[src/rtl/alu_pkg.sv]
// Shared ALU definitions: operation encoding and the status-flag bundle.
package alu_pkg;

    typedef enum logic {
        ALU_OP_ADD = 1'b0,
        ALU_OP_SUB = 1'b1
    } alu_op_e;

    // Status flags; the same layout is latched by the ALU status register.
    typedef struct packed {
        logic c_out;
        logic ovf;
        logic zero;
    } alu_flags_t;

endpackage

[src/rtl/pipe_adder_stage.sv]
// One pipeline slice of pipe_adder: resolves slice IDX of the running word,
// forwards the rest unchanged, and owns its valid bit and advance condition.
module pipe_adder_stage #(
    parameter int unsigned WIDTH  = 32,
    parameter int unsigned SW     = 8,
    parameter int unsigned IDX    = 0,
    parameter bit          IS_MSB = 1'b0
) (
    input  logic             clk,
    input  logic             rst_n,
    input  logic             in_valid,
    input  logic [WIDTH-1:0] in_acc,
    input  logic [WIDTH-1:0] in_bb,
    input  logic             in_carry,
    input  logic             next_adv,
    output logic             adv,
    output logic             out_valid,
    output logic [WIDTH-1:0] out_acc,
    output logic [WIDTH-1:0] out_bb,
    output logic             out_carry,
    output logic             out_cmsb,
    output logic             out_zero
);

    // in_acc holds finished result slices below IDX and untouched operand A
    // slices from IDX upward, so one register carries both kinds of data.
    logic [SW-1:0]    sa;
    logic [SW-1:0]    sb;
    logic [SW-1:0]    slice_sum;
    logic             cmsb;
    logic [1:0]       hi;
    logic [WIDTH-1:0] next_acc;

    assign sa = in_acc[IDX*SW +: SW];
    assign sb = in_bb[IDX*SW +: SW];

    // Slice add is split below/at the top bit so the carry into the top bit is visible.
    generate
        if (SW > 1) begin : g_split
            logic [SW-1:0] lo;
            assign lo        = {1'b0, sa[SW-2:0]} + {1'b0, sb[SW-2:0]} + {{(SW-1){1'b0}}, in_carry};
            assign cmsb      = lo[SW-1];
            assign slice_sum = {hi[0], lo[SW-2:0]};
        end else begin : g_single
            assign cmsb      = in_carry;
            assign slice_sum = hi[0];
        end
    endgenerate

    assign hi = {1'b0, sa[SW-1]} + {1'b0, sb[SW-1]} + {1'b0, cmsb};

    // Merge the freshly computed slice into the travelling word.
    always_comb begin
        next_acc                 = in_acc;
        next_acc[IDX*SW +: SW]   = slice_sum;
    end

    // An empty stage always takes new data, so bubbles collapse under stall.
    assign adv = !out_valid || next_adv;

    // Stage register: loads only on advance; data is held when nothing valid arrives.
    always_ff @(posedge clk or negedge rst_n) begin
        if (!rst_n) begin
            out_valid <= 1'b0;
            out_acc   <= '0;
            out_bb    <= '0;
            out_carry <= 1'b0;
        end else if (adv) begin
            out_valid <= in_valid;
            if (in_valid) begin
                out_acc   <= next_acc;
                out_bb    <= in_bb;
                out_carry <= hi[1];
            end
        end
    end

    generate
        if (IS_MSB) begin : g_msb
            // Final stage also captures carry-into-MSB and the zero flag of the full sum.
            always_ff @(posedge clk or negedge rst_n) begin
                if (!rst_n) begin
                    out_cmsb <= 1'b0;
                    out_zero <= 1'b0;
                end else if (adv && in_valid) begin
                    out_cmsb <= cmsb;
                    out_zero <= (next_acc == '0);
                end
            end
        end else begin : g_mid
            assign out_cmsb = 1'b0;
            assign out_zero = 1'b0;
        end
    endgenerate

endmodule

[src/rtl/pipe_adder.sv]
// Pipelined add/subtract unit: WIDTH bits split into STAGES slices, one slice
// resolved per stage, carry registered between stages, valid/ready both sides.
module pipe_adder
    import alu_pkg::*;
#(
    parameter int unsigned WIDTH  = 32,
    parameter int unsigned STAGES = 4
) (
    input  logic             clk,
    input  logic             rst_n,
    input  logic             in_valid,
    output logic             in_ready,
    input  logic [WIDTH-1:0] a,
    input  logic [WIDTH-1:0] b,
    input  logic             sub,
    input  logic             c_in,
    output logic             out_valid,
    input  logic             out_ready,
    output logic [WIDTH-1:0] sum,
    output logic             c_out,
    output logic             ovf,
    output logic             zero
);

    localparam int unsigned SW = WIDTH / STAGES;

    // Index k is the input side of stage k; index STAGES is the output register.
    logic             valid_p [STAGES+1];
    logic [WIDTH-1:0] acc_p   [STAGES+1];
    logic [WIDTH-1:0] bb_p    [STAGES+1];
    logic             carry_p [STAGES+1];
    logic             adv_p   [STAGES+1];
    logic             cmsb_s  [STAGES];
    logic             zero_s  [STAGES];

    alu_op_e    op;
    alu_flags_t flags;

    assign op         = alu_op_e'(sub);
    assign valid_p[0] = in_valid;
    assign acc_p[0]   = a;
    assign bb_p[0]    = (op == ALU_OP_SUB) ? ~b : b;
    assign carry_p[0] = (op == ALU_OP_SUB) ? 1'b1 : c_in;

    // Output side frees up when empty or when the consumer takes the result.
    assign adv_p[STAGES] = !valid_p[STAGES] || out_ready;
    assign in_ready      = adv_p[0];

    generate
        for (genvar k = 0; k < STAGES; k++) begin : g_stage
            pipe_adder_stage #(
                .WIDTH  (WIDTH),
                .SW     (SW),
                .IDX    (k),
                .IS_MSB (k == STAGES - 1)
            ) u_stage (
                .clk       (clk),
                .rst_n     (rst_n),
                .in_valid  (valid_p[k]),
                .in_acc    (acc_p[k]),
                .in_bb     (bb_p[k]),
                .in_carry  (carry_p[k]),
                .next_adv  (adv_p[k+1]),
                .adv       (adv_p[k]),
                .out_valid (valid_p[k+1]),
                .out_acc   (acc_p[k+1]),
                .out_bb    (bb_p[k+1]),
                .out_carry (carry_p[k+1]),
                .out_cmsb  (cmsb_s[k]),
                .out_zero  (zero_s[k])
            );
        end
    endgenerate

    assign flags = '{
        c_out: carry_p[STAGES],
        ovf:   cmsb_s[STAGES-1] ^ carry_p[STAGES],
        zero:  zero_s[STAGES-1]
    };

    assign out_valid = valid_p[STAGES];
    assign sum       = acc_p[STAGES];
    assign c_out     = flags.c_out;
    assign ovf       = flags.ovf;
    assign zero      = flags.zero;

endmodule

[config.mk]
export PLATFORM = sky130hd
export DESIGN_NAME = pipe_adder
export DESIGN_NICKNAME = d
export VERILOG_FILES = /design/src/rtl/alu_pkg.sv /design/src/rtl/pipe_adder_stage.sv /design/src/rtl/pipe_adder.sv
export SDC_FILE = /design/constraint.sdc
export NUM_CORES = 1
export LEC_CHECK = 0
export BUFFER_PORTS_ARGS = -buffer_cell sky130_fd_sc_hd__buf_2
export CAP_MARGIN = 25
export CORE_MARGIN = 3
export CORE_UTILIZATION = 55
export DETAILED_ROUTE_END_ITERATION = 7
export PLACE_DENSITY = 0.76
export SLEW_MARGIN = 0
export SYNTH_ARGS = -nofsm -noshare
export SYNTH_HDL_FRONTEND = slang
export SYNTH_SLANG_ARGS = --single-unit
[constraint.sdc]
create_clock -name clk -period 3.2 [get_ports clk]
set_clock_uncertainty 0.15 [all_clocks]
set_input_delay 0.32 -clock clk [delete_from_list [all_inputs] [get_ports clk]]
set_output_delay 0.32 -clock clk [all_outputs]
set_load 0.005 [all_outputs]
==> impl_metrics.env <==
export IMPL_status="complete, no violations"
export IMPL_die_h_um=132
export IMPL_hpwl_mm=11.7
export IMPL_r2r_end="g_stage[3].u_stage.out_zero$_DFFE_PN0P_"
export IMPL_ys_seq_area_share_pct=53.5
export IMPL_die_area_um2=17400
export IMPL_dpl_cell_count=953
export IMPL_via_per_inst=5.26
export IMPL_grt_pass1_vias=5701
export IMPL_grt_use_total_pct=20.1
export IMPL_grt_pass1_wl_mm=28.2
export IMPL_wl_per_cell_um=16.3
export IMPL_synth_edf_count=0
export IMPL_yosys_area_top_type_share_pct=53.5
export IMPL_start_util_pct=56.8
export IMPL_fp_row_count=45
export IMPL_antenna_found_initial=0
export IMPL_synth_main_ff_cell="dfrtp_1"
export IMPL_vias=5328
export IMPL_worstSetupEndpointType="register"
export IMPL_cts_tree="built"
export IMPL_ioPinCount=107
export IMPL_numCtsBuffers=17
export IMPL_nNetsFinal=894
export IMPL_hold_violations=0
export IMPL_reg2reg_depth=12
export IMPL_path_clk_slew_ns=0.07
export IMPL_htree_levels=4
export IMPL_synth_cell_types=48
export IMPL_max_freq_mhz=330
export IMPL_p_total_mw=8.40
export IMPL_syn2layout_area_growth_pct=15.6
export IMPL_tightest_slew_ns=0.809
export IMPL_power_frac_comb_pct=31.9
export IMPL_p_seq_share_pct=44.3
export IMPL_clock_sinks=186
export IMPL_grt_max_degree=90
export IMPL_root_buffer="clkbuf_16"
export IMPL_syn_num_nets=794
export IMPL_multi_input_area_um2=3580
export IMPL_cpMaxStageDelayCell="fa_1"
export IMPL_die_w_um=132
export IMPL_post_route_drc_count=0
export IMPL_synth_area_leaders="dfrtp_1, mux2_2, ha_1"
export IMPL_cp_arrival_ns=3.21
export IMPL_start_kind="register"
export IMPL_ys_warn_count=0
export IMPL_drv_slew=0
export IMPL_hold_path_end="g_stage[0].u_stage.out_valid$_DFFE_PN0N_"
export IMPL_reg2reg_slack_ns=0.17
export IMPL_wl_mm=16.5
export IMPL_io_buffers=106
export IMPL_p_leak_nw=4.55
export IMPL_clkPwrFrac_pct=23.8
export IMPL_synth_commonest_cells="dfrtp_1, mux2_2, nand2_1, o21ai_0, buf_4"
export IMPL_worstPathMaxFanout=3
export IMPL_crit_type="register to register"
export IMPL_cap_violations=0
export IMPL_first_iter_violations=311
export IMPL_synth_most_common_cell="dfrtp_1"
export IMPL_fin_cells=1012
export IMPL_synth_async_sr_flop_share_pct=100
export IMPL_gp_congestion=0.806
export IMPL_syn_area_per_cell_um2=12.6
export IMPL_relSlewSlack_pct=46.0
export IMPL_hold_class="primary input to register"
export IMPL_synth_top_cell_by_area="dfrtp_1"
export IMPL_pwr_density_cell_nw_per_um2=835
export IMPL_peakVddDrop_uv=418
export IMPL_drt_first_pass_iters=4
export IMPL_fillers=1174
export IMPL_path_cells="ha_1 > a211o_1 > o211ai_1 > a21oi_2 > o21ai_2 > nor2b_2 > fa_1 > nor4b_2 > nand4_1 > nor4_2 > nand3_1 > o31ai_1"
export IMPL_cts_buffer_depth=2
export IMPL_ant_nets=0
export IMPL_netlist_area_um2=8700
export IMPL_regToRegStartpoint="g_stage[2].u_stage.out_acc[25]$_DFFE_PN0P_"
export IMPL_core_um2=15300
export IMPL_hold_start="in_valid"
export IMPL_overflow=0
export IMPL_critPathMaxStageDelay_ns=0.48
export IMPL_seqCellArea_um2=4650
export IMPL_post_route_period_util_pct=94.6
export IMPL_p_sw_share_pct=32.0
export IMPL_layout_drive_gt1_share_pct=35.8
export IMPL_switchingPower_mw=2.68
export IMPL_hold_path_depth=2
export IMPL_period_minus_slack_ns=3.03
export IMPL_internal_power_mw=5.72
export IMPL_clock_latency_ns=0.43
export IMPL_diodes=0
export IMPL_synth_cells=688
export IMPL_setup_violations=0
export IMPL_synth_seq_cells=186
export IMPL_cp_required_ns=3.38
-- layout by cell type (no fill, tap or decap), drive strengths merged, types with 21 or more instances in the layout --
cell type	synthesis	routed
nand2	52	52
dlygate4sd3	0	25
dfrtp	186	186
buf	56	116
o21ai	52	52
clkbuf	4	21
mux2	128	128
ha	24	24
xnor2	29	29
inv	22	22
-- state kept, by name (all words and copies together), names as in the netlist --
signal,count
g_stage.u_stage.out_acc,128
g_stage.u_stage.out_bb,48
g_stage.u_stage.out_carry,4
g_stage.u_stage.out_cmsb,1
g_stage.u_stage.out_valid,4
g_stage.u_stage.out_zero,1
-- power by group through the flow --
stage | Combinational (mW) | Clock [mW] | Sequential (mW)
after global placement | 2.46 | 0 | 3.71
after global routing | 3.00 | 2.15 | 3.84
after detailed placement | 2.56 | 0 | 3.77
after CTS | 2.64 | 2.04 | 3.73
final | 2.68 | 2.00 | 3.73
after floorplan | 2.14 | 0 | 3.53
-- repair_timing --
item / 4_1_cts / 5_1_grt
hold endpoints to repair: 106 / 0
hold buffers: 25 / 0
pin swaps: 1 / 2
resized for setup: 2 / 5
buffers inserted: 1 / 0
setup endpoints to repair: 1 / 1
-- worst max-delay path: cells and delay by family, from the launching register on --
kind,cells,cell delay (ns)
AO/OA/AOI/OAI,5,0.77
adder cells (fa/ha/maj),2,0.78
AND/OR/NAND/NOR,5,0.81
flip-flops,1,0.41
-- final cells by class --
class                   instances  area share [%]
clock inverters                11           0.958
flip-flops and latches        186            46.3
inverters                      22           0.821
clock buffers                  21            4.68
repair buffers                141            9.07
well taps                     211            2.63
multi-input cells             420            35.6
-- cells by family (layout without fill, tap and decap cells) --
group / Yosys count / in the layout / synth area share [%]
fa+ha+maj: 36 / 36 / 6.21
simple gates: 115 / 115 / 6.93
buf+inv: 82 / 195 / 5.74
xor+xnor: 42 / 42 / 4.23
compound gates: 97 / 97 / 6.61
flops: 186 / 186 / 53.5
mux: 130 / 130 / 16.8
-- how the worst max path moves through the flow --
| stage | start | end | slack [ns] | depth (start not counted) |
|---|---|---|---|---|
| 4_1_cts | g_stage[2].u_stage.out_acc[24]$_DFFE_PN0P_ | g_stage[3].u_stage.out_zero$_DFFE_PN0P_ | 0.02 | 12 |
| 6_report | g_stage[2].u_stage.out_acc[25]$_DFFE_PN0P_ | g_stage[3].u_stage.out_zero$_DFFE_PN0P_ | 0.17 | 12 |
| 3_3_place_gp | g_stage[2].u_stage.out_acc[24]$_DFFE_PN0P_ | g_stage[3].u_stage.out_zero$_DFFE_PN0P_ | 0.11 | 12 |
| 2_1_floorplan | sub | g_stage[0].u_stage.out_acc[7]$_DFFE_PN0P_ | 0.26 | 11 |
| 5_1_grt | g_stage[2].u_stage.out_acc[25]$_DFFE_PN0P_ | g_stage[3].u_stage.out_zero$_DFFE_PN0P_ | -0.007 | 12 |
| 3_5_place_dp | g_stage[2].u_stage.out_acc[24]$_DFFE_PN0P_ | g_stage[3].u_stage.out_zero$_DFFE_PN0P_ | -0.03 | 12 |
-- routing by layer --
metal	wire [µm]	vias to the layer above	GRT usage, %
met2	7990	99	32.6
met1	7550	2640	27.1
met4	260	0	6.36
met5	0	-	0
li1	-	2574	-
met3	664	15	4.96
-- through the flow --
| step | utilization (%) | worst slack (ns) | area (µm²) | hold slack, ns | setup TNS (ns) |
|---|---|---|---|---|---|
| after floorplan | - | 0.261 | 8700 | -0.126 | 0 |
| after global placement | 60.0 | 0.110 | 9190 | 0.280 | 0 |
| after detailed placement | 60.0 | -0.0253 | 9190 | 0.280 | -0.0253 |
| after CTS | 65.4 | 0.0156 | 10000 | 0.00701 | 0 |
| after global routing | 65.7 | -0.00724 | 10100 | 0.0125 | -0.00724 |
| final | 65.7 | 0.171 | 10100 | 0.0179 | 0 |
No activity file was read; power rests on OpenSTA's default activity.
